**src/rtl/vga_scan_engine.sv**
```systemverilog
// VGA scan engine: pixel-enable divider, scan counters, scaled
// frame-buffer addressing and an aligned, registered output stage.
module vga_scan_engine #(
  parameter int CLK_DIV     = 4,
  parameter int RD_LATENCY  = 1,
  parameter int H_ACTIVE    = 640,
  parameter int H_FP        = 16,
  parameter int H_SYNC      = 96,
  parameter int H_BP        = 48,
  parameter int V_ACTIVE    = 480,
  parameter int V_FP        = 10,
  parameter int V_SYNC      = 2,
  parameter int V_BP        = 33,
  parameter bit SYNC_POL    = 1'b0,
  parameter int SCALE_SHIFT = 1,
  parameter int ADDR_W      = 17,
  parameter int CNT_W       = 10
) (
  input  logic              clk,
  input  logic              rst,
  output logic [ADDR_W-1:0] pixel_addr,
  input  logic [11:0]       pixel_in,
  output logic [11:0]       rgb,
  output logic              hsync,
  output logic              vsync,
  output logic              valid,
  output logic [CNT_W-1:0]  h_cnt,
  output logic [CNT_W-1:0]  v_cnt,
  output logic              frame_tick,
  output logic [15:0]       frame_cnt
);

  localparam int H_TOTAL = H_ACTIVE + H_FP + H_SYNC + H_BP;
  localparam int V_TOTAL = V_ACTIVE + V_FP + V_SYNC + V_BP;
  localparam int FB_W    = H_ACTIVE >> SCALE_SHIFT;
  localparam int H_S0    = H_ACTIVE + H_FP;
  localparam int H_S1    = H_S0 + H_SYNC;
  localparam int V_S0    = V_ACTIVE + V_FP;
  localparam int V_S1    = V_S0 + V_SYNC;
  localparam int DIV_W   = $clog2(CLK_DIV);
  localparam int PW      = ADDR_W + CNT_W;

  // Pixel data is sampled on the closing tick, so the read must land first.
  if (RD_LATENCY > CLK_DIV - 1) begin : g_bad_latency
    $error("RD_LATENCY must be below CLK_DIV");
  end

  logic [DIV_W-1:0] div_q;
  logic [CNT_W-1:0] hp_q;
  logic [CNT_W-1:0] vp_q;
  logic [CNT_W-1:0] h_cnt_q;
  logic [CNT_W-1:0] v_cnt_q;
  logic [11:0]      rgb_q;
  logic             hsync_q;
  logic             vsync_q;
  logic             valid_q;
  logic             frame_tick_q;
  logic [15:0]      frame_cnt_q;

  logic tick;
  logic h_last;
  logic v_last;
  logic active;
  logic hs_win;
  logic vs_win;
  logic ft_hit;

  assign tick   = (div_q == DIV_W'(CLK_DIV - 1));
  assign h_last = (hp_q == CNT_W'(H_TOTAL - 1));
  assign v_last = (vp_q == CNT_W'(V_TOTAL - 1));
  assign active = (hp_q < CNT_W'(H_ACTIVE))
               && (vp_q < CNT_W'(V_ACTIVE));
  assign hs_win = (hp_q >= CNT_W'(H_S0))
               && (hp_q < CNT_W'(H_S1));
  assign vs_win = (vp_q >= CNT_W'(V_S0))
               && (vp_q < CNT_W'(V_S1));
  assign ft_hit = (hp_q == '0)
               && (vp_q == CNT_W'(V_ACTIVE));

  assign pixel_addr = active
    ? ADDR_W'(PW'(vp_q >> SCALE_SHIFT) * PW'(FB_W)
              + PW'(hp_q >> SCALE_SHIFT))
    : '0;

  always_ff @(posedge clk) begin
    if (rst) begin
      div_q        <= '0;
      hp_q         <= '0;
      vp_q         <= '0;
      h_cnt_q      <= '0;
      v_cnt_q      <= '0;
      rgb_q        <= '0;
      valid_q      <= 1'b0;
      hsync_q      <= ~SYNC_POL;
      vsync_q      <= ~SYNC_POL;
      frame_tick_q <= 1'b0;
      frame_cnt_q  <= '0;
    end else begin
      div_q        <= tick ? '0 : div_q + DIV_W'(1);
      frame_tick_q <= 1'b0;
      if (tick) begin
        if (h_last) begin
          hp_q <= '0;
          vp_q <= v_last ? '0 : vp_q + CNT_W'(1);
        end else begin
          hp_q <= hp_q + CNT_W'(1);
        end
        h_cnt_q <= hp_q;
        v_cnt_q <= vp_q;
        valid_q <= active;
        rgb_q   <= active ? pixel_in : '0;
        hsync_q <= hs_win ? SYNC_POL : ~SYNC_POL;
        vsync_q <= vs_win ? SYNC_POL : ~SYNC_POL;
        if (ft_hit) begin
          frame_tick_q <= 1'b1;
          frame_cnt_q  <= frame_cnt_q + 16'd1;
        end
      end
    end
  end

  assign rgb        = rgb_q;
  assign hsync      = hsync_q;
  assign vsync      = vsync_q;
  assign valid      = valid_q;
  assign h_cnt      = h_cnt_q;
  assign v_cnt      = v_cnt_q;
  assign frame_tick = frame_tick_q;
  assign frame_cnt  = frame_cnt_q;

endmodule

```
**config.mk**
```make
export PLATFORM = sky130hd
export DESIGN_NAME = vga_scan_engine
export DESIGN_NICKNAME = d
export VERILOG_FILES = /design/src/rtl/vga_scan_engine.sv
export SDC_FILE = /design/constraint.sdc
export NUM_CORES = 1
export LEC_CHECK = 0
export CORE_ASPECT_RATIO = 1.5
export CORE_UTILIZATION = 51
export CTS_CLUSTER_SIZE = 28
export DETAILED_ROUTE_END_ITERATION = 10
export PLACE_DENSITY_LB_ADDON = 0.3
export SLEW_MARGIN = 10
export SYNTH_ARGS = -nofsm -noshare
export SYNTH_HDL_FRONTEND = slang
export SYNTH_SLANG_ARGS = --single-unit
```
**constraint.sdc**
```tcl
create_clock -name clk -period 3.5 [get_ports clk]
set_input_delay 0.525 -clock clk [delete_from_list [all_inputs] [get_ports clk]]
set_output_delay 0.525 -clock clk [all_outputs]
set_load 0.01 [all_outputs]
```
Word level (Yosys, flattened, before mapping)
Cells that the tools add are included.
- add/sub/neg operators: 5
- multipliers: 1
- $lt $le $gt $ge: 6
- equality and inequality tests: 4
- muxes and demuxes: 7
- bitwise operators: 1
- reductions and logical operators: 9
- operator list (operator ; number):
    10-bit by 1-bit adder with 10-bit output (second input constant) ; 2
    10-bit equality test (second input constant) ; 2
    10-bit < comparator (second input constant) ; 2
    10-bit by 9-bit < comparator with 1-bit output (second input constant) ; 2
    10-bit 2-to-1 mux ; 2
    17-bit by 9-bit adder with 17-bit output ; 1
    17-bit 2-to-1 mux ; 1
    16-bit by 1-bit adder with 16-bit output (second input constant) ; 1
    12-bit 2-to-1 mux ; 1
    9-bit by 3-bit multiplier with 11-bit output (second input constant) ; 1
    10-bit by 9-bit equality test with 1-bit output (second input constant) ; 1
    10-bit >= comparator (second input constant) ; 1
    10-bit by 9-bit >= comparator with 1-bit output (second input constant) ; 1
    10-bit zero test ; 1
    1-bit logical AND ; 4
    2-bit AND reduction ; 2
    2-bit OR reduction ; 2
    1-bit 2-to-1 mux ; 3
    2-bit by 1-bit adder with 2-bit output (second input constant) ; 1
    2-bit equality test (second input constant) ; 1
    1-bit NOT ; 1
- register bits: 74
- output and inout bits: 69
- word-level logic and storage cells: 44

Depth between registers and ports, before layout
Gate-level depths: netlist of run 1.
- depth after elaboration: 3
- depth in mapped cells: 8
- mapped depth without buffers: 8

Least setup slack after synthesis of run 1
OpenSTA, ideal clock, no wires.
- path type: register to output
- from: register vp_q[2]
- to: output port pixel_addr[15]
- arrival time: 2.752 ns
- data required time: 2.975 ns
- setup slack: 0.223 ns
- cell stages (with the launch flop): 9
- buffers on the path: 0
- cells stage by stage: dfxtp_1 ha_1 ha_1 fa_1 a211oi_1 nor4_1 a2111oi_0 nand4_1 a21oi_1
- cells in the longest elaborated chain, start to end: 3
- elaborated cells on any way between the ends: 5
- classes of those cells: add/sub: 1; mul: 1; order compare: 1; mux: 1; reduce/logical: 1
- ends and longest elaborated chain (what ; RTL line ; RTL):
    from (decl) ; 50 ; logic [CNT_W-1:0] vp_q;
    from (signal assigned) ; 104 ; vp_q <= v_last ? '0 : vp_q + CNT_W'(1);
    9-bit by 3-bit multiplier with 11-bit output or 10-bit by 9-bit < comparator with 1-bit output (tied branches) ; 81, 72 ;
    17-bit by 9-bit adder with 17-bit output or 1-bit logical AND (tied branches) ; 82, 72 ;
    17-bit 2-to-1 mux (*) ; 81 ; ? ADDR_W'(PW'(vp_q >> SCALE_SHIFT) * PW'(FB_W)
    to (decl) ; 21 ; output logic [ADDR_W-1:0] pixel_addr,
Every way passes the cells marked *; elsewhere a longest branch is shown, timed or not.

Worst setup path after layout of run 1
- from: register vp_q[4]
- to: output port pixel_addr[16]
The elaborated chain is that of the path after synthesis.

==> results.md, run 1 <==
Synthesis:
- The register bit count reported by yosys is 74.
- Of all cell types, the one taking the most synthesized area is sky130_fd_sc_hd__dfxtp_1.
- The net count of the mapped netlist is 497.
- The post-synthesis instance area is approximately 4000 um^2.
- The fraction of post-synthesis cell area in the top cell type by area is approximately 37%.
- The share of synthesized flip-flops with an asynchronous set or reset is 0%.
- The total of warnings raised by yosys is 0.
- The average instance in the mapped netlist occupies between 8 and 9 um^2.
- The count of flip-flops with a built-in enable after synthesis is 0.
- For this run, the register share of the synthesized area comes to between 30% and 40%.
- The dominant register cell in the synthesized netlist is sky130_fd_sc_hd__dfxtp_1.
- After synthesis, the cell types taking the most area are sky130_fd_sc_hd__dfxtp_1 (37%), sky130_fd_sc_hd__ha_1 (7.2%), sky130_fd_sc_hd__nor2_1 (6.4%).
- The post-synthesis cell count is between 400 and 500.
- In this run, distinct cell masters in the synthesized netlist total 56.

Timing:
- The normalized max-slew margin is between 50 and 60%.
- Subtracting the final worst setup slack from the clock period gives approximately 3.4 ns.
- The post-route worst setup slack is approximately 0.096 ns.
- The final-report setup violation count is 0.
- The slew at the pin closest to its max-slew limit is 0.741 ns.
- The number of pins with negative max-slew slack in the final report is 0.
- Summed over all failing endpoints, the final setup total negative slack is 0 ns.
- The number of hold violations in the final report is 0.
- The setup clock skew after layout is 0.00678 ns.
- The fraction of the cycle the final worst path needs is a little over nine tenths.
- Timing would allow up to roughly 290 MHz.

Setup path:
- The internal reg-to-reg setup slack is around 0.73 ns.
- The required time reported for the critical path endpoint is between 2 and 3 ns.
- The end of the worst register-to-register path is frame_cnt[15].
- The reg-to-reg startpoint is vp_q[1].
- The largest fanout of any net on the critical path is 3.
- The critical path data arrival time is about 2.9 ns.
- The logic depth of the worst register-to-register path is 8.
- STA classifies the critical path startpoint as a register.
- The type of destination of the critical path is a primary output.
- The critical path is of the reg -> out type.

Global routing:
- The first-pass GRT wire length is 16.6 mm.
- Entering global routing, the biggest net connects 60 pins.
- In the global route stage, overall resource usage came out at 26.5%.
- In the global route stage, met3 resource usage came out at 5.91%.
- Global routing consumed, on the met2 layer, about half of the routing resources.
- The total overflow left after global routing is 0.
- The via count of the first global-routing pass is between 3,000 and 4,000.
- After global routing, the most crowded layer is met2.
- The initial antenna violation count is 0.
- The global routing usage on met1 is 27.0%.

Routing:
- After detailed routing, the number of vias per cell comes to between 5 and 6.
- The count of antenna-violating nets left after detailed routing is 0.
- Before antenna repair, the detailed router went through 4 iterations.
- The mean routed wirelength per cell is ~16 um.
- The detailed router finished its first iteration with between 150 and 200 violations.
- The final layout contains routed wiring with a total length of roughly 10 mm.
- Across all layers, the routed design uses about 3,800 vias.
- The DRC violation count after routing is 0.

Cells and area:
- The count of filler cells inserted in the layout is approximately 580.
- Summing all multi-input logic gate instances after layout gives between 2000 and 3000 um^2.
- Summing all flip-flop and latch instances after layout gives approximately 1500 um^2.
- Of the cells placed in the final design, the portion with a size suffix greater than 1 is between 10% and 20%.
- Compared with the post-synthesis result, the final layout area differs by 38.4%.
- The final cell count without fillers is roughly 670.
- Leaving out fill and tap cells, the most frequent cell in the layout is sky130_fd_sc_hd__clkdlybuf4s50_1.
- The library cells used most frequently in the layout, excluding fill and tap cells, are sky130_fd_sc_hd__clkdlybuf4s50_1 (77), sky130_fd_sc_hd__dfxtp_1 (71), sky130_fd_sc_hd__nor2_1 (68), sky130_fd_sc_hd__buf_4 (34), sky130_fd_sc_hd__mux2i_1 (24).
- In the final design database the tool counted 597 nets.
- The repair_antennas step left the layout with diodes totalling 0.
- The finished cells cover roughly 5500 um^2.

Min path:
- The tightest min-delay check is of the reg -> reg type.
- The depth of the worst hold-timing path is 1.
- The endpoint with the worst hold slack is div_q[0].
- The hold path startpoint is div_q[0].

Clock network:
- The number of clock sinks seen by CTS is 74.
- The number of H-tree levels is 3.
- The root buffer cell is sky130_fd_sc_hd__clkbuf_16.
- The clock tree from TritonCTS is built.
- The post-cts hold buffer count is 0.
- Clock-pin slew was measured on the worst setup and hold paths at about 0.05 ns.
- The number of buffers on the longest clock path is 2.
- For the worst-skew pair, the clock arrives at the later sink with an insertion delay of roughly 0.33 ns.
- The number of clock buffers added by TritonCTS is 9.

Power:
- The relative contribution of sequential cells to total power is 47.3%.
- The power density over the cells is between 300 and 400 nW/um^2.
- Combinational logic burns 5.3% of the power.
- The worst-case IR drop observed on VDD is approximately 310 uV.
- In this run the static leakage power is roughly 2.1 nW.
- Net switching is between 20% and 30% of the power.
- Summed over all nets, the switching power comes to about 0.00038 W.
- The power share of the clock group is 47.4%.
- Cell internal power was estimated by the tool at ~0.0014 W.

Floorplan:
- After floorplanning, the core was sized to cover about 7600 um^2.
- The floorplan has 39 rows.
- For this configuration, the core starts out at a cell density of a little over half.
- The area of the die is about 8200 um^2.
- The die width is between 70 and 80 um.
- The floorplan step set the die height to 110 um.
- The number of top-level pins is between 80 and 90.

Run:
- The tool flagged a number of max-cap violations equal to 0.

Place:
- The worst slack at placement is -0.216 ns.
- The cell area after placement is 5060 um^2.
- The number of instances in the placed design is about 650.
- Input and output buffers added on the ports amount to 82.
- The weighted congestion at the end of routability-driven global placement is 0.851.
- Detailed placement finished with a half-perimeter wire length of between 7 and 8 mm.

Status:
- The run finished with clean final reports.
layout make-up:
cell class / count / area share (%)
inverter: 10 / 0.682
timing repair buffer: 117 / 19.3
tap: 102 / 2.32
clock inverter: 2 / 0.182
clock buffer: 14 / 4.98
multi-input combinational: 346 / 45.5
sequential: 74 / 27.0
worst max path at each step:
stage | cells after the start | from | slack [ns] | end
after floorplan | 8 | vp_q[2] | 0.22 | pixel_addr[15]
after global placement | 10 | vp_q[2] | -0.16 | pixel_addr[15]
after detailed placement | 10 | vp_q[2] | -0.22 | pixel_addr[15]
after CTS | 11 | vp_q[4] | -0.03 | pixel_addr[16]
after global routing | 11 | vp_q[4] | -0.02 | pixel_addr[16]
final | 11 | vp_q[4] | 0.1 | pixel_addr[16]
logic make-up after synthesis:
family,count (synthesis),synth area share (%)
and+or+nand+nor,206,27.6
buffers and inverters,38,4.00
muxes,28,7.17
AOI/OAI and AO/OA,56,8.91
adders and majority gates,25,8.24
DFF,74,37.3
xor gates and xnor gates,31,6.83
power by group through the flow:
stage          registers, W  clock network (W)  logic (W)
2_1_floorplan      0.000879                  0  0.0000547
3_5_place_dp       0.000877                  0  0.0000961
5_1_grt            0.000859           0.000900   0.000105
3_3_place_gp       0.000877                  0  0.0000924
4_1_cts            0.000859           0.000867  0.0000967
6_report           0.000859           0.000862  0.0000959
sequential cells by signal, indices dropped and copies added, names as in the netlist:
name        count
div_q           2
frame_cnt      16
frame_tick      1
h_cnt          10
hp_q           10
hsync           1
rgb            12
v_cnt          10
valid           1
vp_q           10
vsync           1
stage by stage:
| stage | utilization [%] | total power, W | hold WS (ns) |
|---|---|---|---|
| final | 72.8 | 0.00182 | 0.448 |
| after detailed placement | 66.8 | 0.000973 | 0.450 |
| after CTS | 72.1 | 0.00182 | 0.458 |
| after floorplan | - | 0.000934 | 0.404 |
| after global placement | 66.8 | 0.000969 | 0.419 |
| after global routing | 72.8 | 0.00186 | 0.463 |
Yosys cell counts, drive strengths merged, types with 2 or more instances:
master / n
a211oi: 2
nor3: 9
or4: 2
a2111oi: 2
nand3b: 2
nand2b: 18
nor2: 68
xor2: 18
dfxtp: 74
o211ai: 2
fa: 2
and2: 10
a21oi: 23
buf: 9
o21ai: 9
mux2: 4
nor4: 10
nor4b: 3
nand3: 21
mux2i: 24
and3: 5
ha: 23
nor3b: 4
a31o: 3
nand4: 16
nor2b: 5
inv: 10
or2: 4
clkbuf: 19
nand4b: 2
xnor2: 13
and4: 2
nand2: 14
or3: 8
a211o: 2
a21o: 3
layer usage:
layer / routed length (um) / vias up
li1: - / 1807
met2: 5770 / 123
met1: 3850 / 1796
met3: 539 / 25
met4: 290 / 0
met5: 0 / -
worst max-delay path, stage by stage, from the launching register on:
cell	delay [ns]
sky130_fd_sc_hd__dfxtp_2	0.33
sky130_fd_sc_hd__ha_4	0.24
sky130_fd_sc_hd__ha_4	0.17
sky130_fd_sc_hd__fa_2	0.39
sky130_fd_sc_hd__buf_6	0.14
sky130_fd_sc_hd__xor2_2	0.18
sky130_fd_sc_hd__nand4_1	0.12
sky130_fd_sc_hd__or3_4	0.36
sky130_fd_sc_hd__nor4_2	0.14
sky130_fd_sc_hd__buf_4	0.14
sky130_fd_sc_hd__mux2i_1	0.18
sky130_fd_sc_hd__buf_2	0.15
repair_timing:
action / CTS / global route
pin swaps: 9 / 5
gates resized for setup: 30 / 14
endpoints found under the setup margin: 5 / 5
hold endpoints to repair: 0 / 0
setup buffers: 1 / 0
Power figures use the tool's default switching activity.
==> run 2: changes to the inputs <==
Settings changed: CORE_UTILIZATION 51 to 40, CTS_CLUSTER_SIZE 28 to 8.
==> run 2 against run 1 <==
Compared with the run above: critical path depth fell by 1; sequential power barely moved; global-route usage fell by 7.5 points; worst setup slack got worse by 0.017 ns; die area rose by 27%; clock skew fell by 0.0031 ns; worst hold slack got worse by 0.021 ns; maximum frequency fell by 0.51%; total power fell by 1.6%; routed wire length fell by 5.6%; critical path type unchanged; largest power group is now sequential cells; highest routed layer unchanged.
==> results.md, run 2 (same netlist as run 1, synthesis figures left out) <==
Timing:
- The number of hold violations in the final report is 0.
- For this run, the top clock speed supported by timing is about 290 MHz.
- The final-report setup violation count is 0.
- Final hold analysis gives a worst-case slack of 0.427 ns.
- The fraction of the cycle the final worst path needs is between 90% and 100%.
- The setup clock skew after layout is 0.00365 ns.
- The number of pins with negative max-slew slack in the final report is 0.
- Measured against its own limit, the worst slew margin works out to approximately 44%.
- The final setup TNS is 0 ns.
- The slew at the pin closest to its max-slew limit is 0.833 ns.
- Subtracting the final worst setup slack from the clock period gives approximately 3.4 ns.

Routing:
- The starting DRC count in detailed routing is 175.
- The number of iterations in the first detailed-routing pass is 4.
- The mean routed wirelength per cell is ~15 um.
- The routed wire length is around 10 mm.
- The via density per instance is approximately 5.4.
- The count of antenna-violating nets left after detailed routing is 0.
- After detailed routing, the number of remaining DRC violations is 0.
- The vias after detailed routing is ~3,600.

Clock network:
- The post-cts hold buffer count is 0.
- Clock latency on the worst-skew pair, taken at its later pin, is about 0.33 ns.
- The clock tree synthesis step divided the H-tree into 3 levels.
- TritonCTS built the clock tree.
- In this run, CTS created clock tree buffers numbering 9.
- The root buffer cell is sky130_fd_sc_hd__clkbuf_16.
- The clock drives 74 sinks.
- Clock-pin slew was measured on the worst setup and hold paths at about 0.05 ns.
- The number of buffers on the longest clock path is 2.

Cells and area:
- The repair_antennas step left the layout with diodes totalling 0.
- After routing the design area is around 5500 um^2.
- Of the cells placed in the final design, the portion with a size suffix greater than 1 is 17.3%.
- The net count of the finished layout is 596.
- The count of filler cells inserted in the layout is 844.
- Leaving out fill and tap cells, the most frequent cell in the layout is sky130_fd_sc_hd__clkdlybuf4s50_1.
- The library cells used most frequently in the layout, excluding fill and tap cells, are sky130_fd_sc_hd__clkdlybuf4s50_1 (76), sky130_fd_sc_hd__dfxtp_1 (70), sky130_fd_sc_hd__nor2_1 (68), sky130_fd_sc_hd__buf_4 (33), sky130_fd_sc_hd__mux2i_1 (24).
- The number of flip-flops in the largest register is 16.
- The post-layout utilization of the core is 57.2%.
- The layout overhead on the synthesized area is 39.3%.

Global routing:
- The via count of the first global-routing pass is 3,518.
- Summed over all layers, the global routing overflow is 0.
- The largest net degree at the start of global routing is 60.
- The first-pass GRT wire length is ~16 mm.
- The global routing usage summed across all routing layers is around a fifth.
- The initial antenna violation count is 0.

Floorplan:
- The area of the die is between 10,000 and 15,000 um^2.
- In this run the core area contains 44 standard-cell rows.
- The die is 124 um tall.
- just over 80 I/O pins were placed.
- The die width is 83.4 um.
- The core outline area is ~9700 um^2.
- The starting density of the core is about 40%.

Setup path:
- Measured in cells, the most critical reg-to-reg path has a length of 8.
- The worst register-to-register path has a setup slack of around 0.73 ns.
- For the worst setup path, the data required time is between 2 and 3 ns.
- Walking the worst path, the cells encountered are ha_4, ha_4, buf_4, a211o_1, buf_4, and4_1, or3_4, or3_4, a21oi_2, buf_2.
- The biggest cell delay along the critical path is approximately 0.39 ns.
- The reg-to-reg startpoint is vp_q[1].
- The worst setup path is captured at a primary output.
- The slowest stage of the critical path is the sky130_fd_sc_hd__or3_4 cell.
- The critical path is of the reg -> out type.
- Together, buffers and inverters on the worst path number 3.
- The critical path data arrival time is 2.90 ns.
- The largest fanout of any net on the critical path is 2.
- The largest delay contributor family on the critical path is simple AND/OR/NAND/NOR gates.
- In this run the critical register-to-register path is captured at frame_cnt[15].
- The nature of the critical path startpoint is a register.

Min path:
- The kind of path behind the tightest hold check is reg -> reg.
- The hold path startpoint is div_q[0].
- The endpoint with the worst hold slack is div_q[0].
- The depth of the worst hold-timing path is 1.

Power:
- The switching portion of total power is a little over a fifth.
- The clock network accounts for around 47% of the total power.
- Per report_power, the combinational group accounts for under 10% of the total.
- VDD sags by at most 377 uV.
- Of the total power, registers draw a little under half.
- In this run the power density over the cells is ~320 nW/um^2.
- For this design the total switching power over the nets is between 0.0003 and 0.0004 W.
- The leakage power is 2.12 nW.
- Cell internal power was estimated by the tool at between 0.001 and 0.0015 W.

Place:
- At the end of routability-driven placement, the weighted congestion stood at between 0.8 and 0.9.
- In this run the cell area measured after placement is between 5000 and 6000 um^2.
- The post-detailed-placement half-perimeter wirelength is roughly 7 mm.
- In this run the tool buffered the top-level ports with 82 buffer cells.

Run:
- The max-capacitance violation count is 0.

Status:
- The run finished with clean final reports.
[run 2: worst max-delay path by stage]
stage                     startpoint             end  slack [ns]  depth (start not counted)
final                        vp_q[4]  pixel_addr[14]        0.08                         10
after global routing         vp_q[4]  pixel_addr[14]       -0.02                         10
after CTS                    vp_q[2]  pixel_addr[16]       -0.04                         10
after detailed placement     vp_q[2]  pixel_addr[16]       -0.15                         10
after global placement       vp_q[4]  pixel_addr[16]       -0.10                          9
after floorplan              vp_q[2]  pixel_addr[15]        0.22                          8
[run 2: timing repair]
| item | 4_1_cts | 5_1_grt |
|---|---|---|
| endpoints found under the setup margin | 5 | 5 |
| endpoints found under the hold margin | 0 | 0 |
| resized for setup | 21 | 32 |
| setup buffers | 1 | 1 |
| pin swaps | 3 | 11 |
[run 2: power groups by stage]
stage               sequential [W]  clock [W]  combinational (W)
global route              0.000860   0.000887           0.000104
global placement          0.000876          0          0.0000931
finish                    0.000859   0.000834          0.0000949
detailed placement        0.000877          0          0.0000955
CTS                       0.000859   0.000857          0.0000959
floorplan                 0.000879          0          0.0000547
[run 2: worst reg2reg max path, stage by stage (launching register included)]
cell and delay (ns):
sky130_fd_sc_hd__dfxtp_1 0.31, sky130_fd_sc_hd__buf_4 0.17, sky130_fd_sc_hd__inv_1 0.07, sky130_fd_sc_hd__ha_1 0.17, sky130_fd_sc_hd__or3b_2 0.45, sky130_fd_sc_hd__or4_4 0.44, sky130_fd_sc_hd__or4_4 0.57, sky130_fd_sc_hd__or3_1 0.36
sky130_fd_sc_hd__a21oi_1 0.15
[run 2: routing by layer]
| metal | routed length, um | vias up | track usage [%] |
|---|---|---|---|
| met5 | 0 | - | 0 |
| li1 | - | 1808 | - |
| met3 | 339 | 24 | 4.51 |
| met4 | 272 | 0 | 8.51 |
| met2 | 5370 | 78 | 37.4 |
| met1 | 3870 | 1713 | 18.6 |
[run 2: cell type report]
class | count | area (um^2) | area share (%)
well taps | 115 | 144 | 2.60
flip-flops and latches | 74 | 1490 | 26.8
repair buffers | 116 | 1060 | 19.2
clock inverters | 3 | 15.0 | 0.271
multi-input cells | 346 | 2540 | 45.8
clock buffers | 12 | 256 | 4.63
inverters | 10 | 37.5 | 0.678
[run 2: through the flow]
stage	total power (W)	instances	setup slack, ns
2_1_floorplan	0.000934	458	0.223
3_3_place_gp	0.000970	660	-0.104
3_5_place_dp	0.000973	660	-0.146
4_1_cts	0.00181	676	-0.0444
5_1_grt	0.00185	676	-0.0159
6_report	0.00179	676	0.0785
==> run 3: changes to the inputs <==
Settings changed: GPL_ROUTABILITY_DRIVEN from default to 0, SLEW_MARGIN 10 to default.
==> results of run 3 <==
The final DEF is identical to that of run 2; final timing and power are the same.
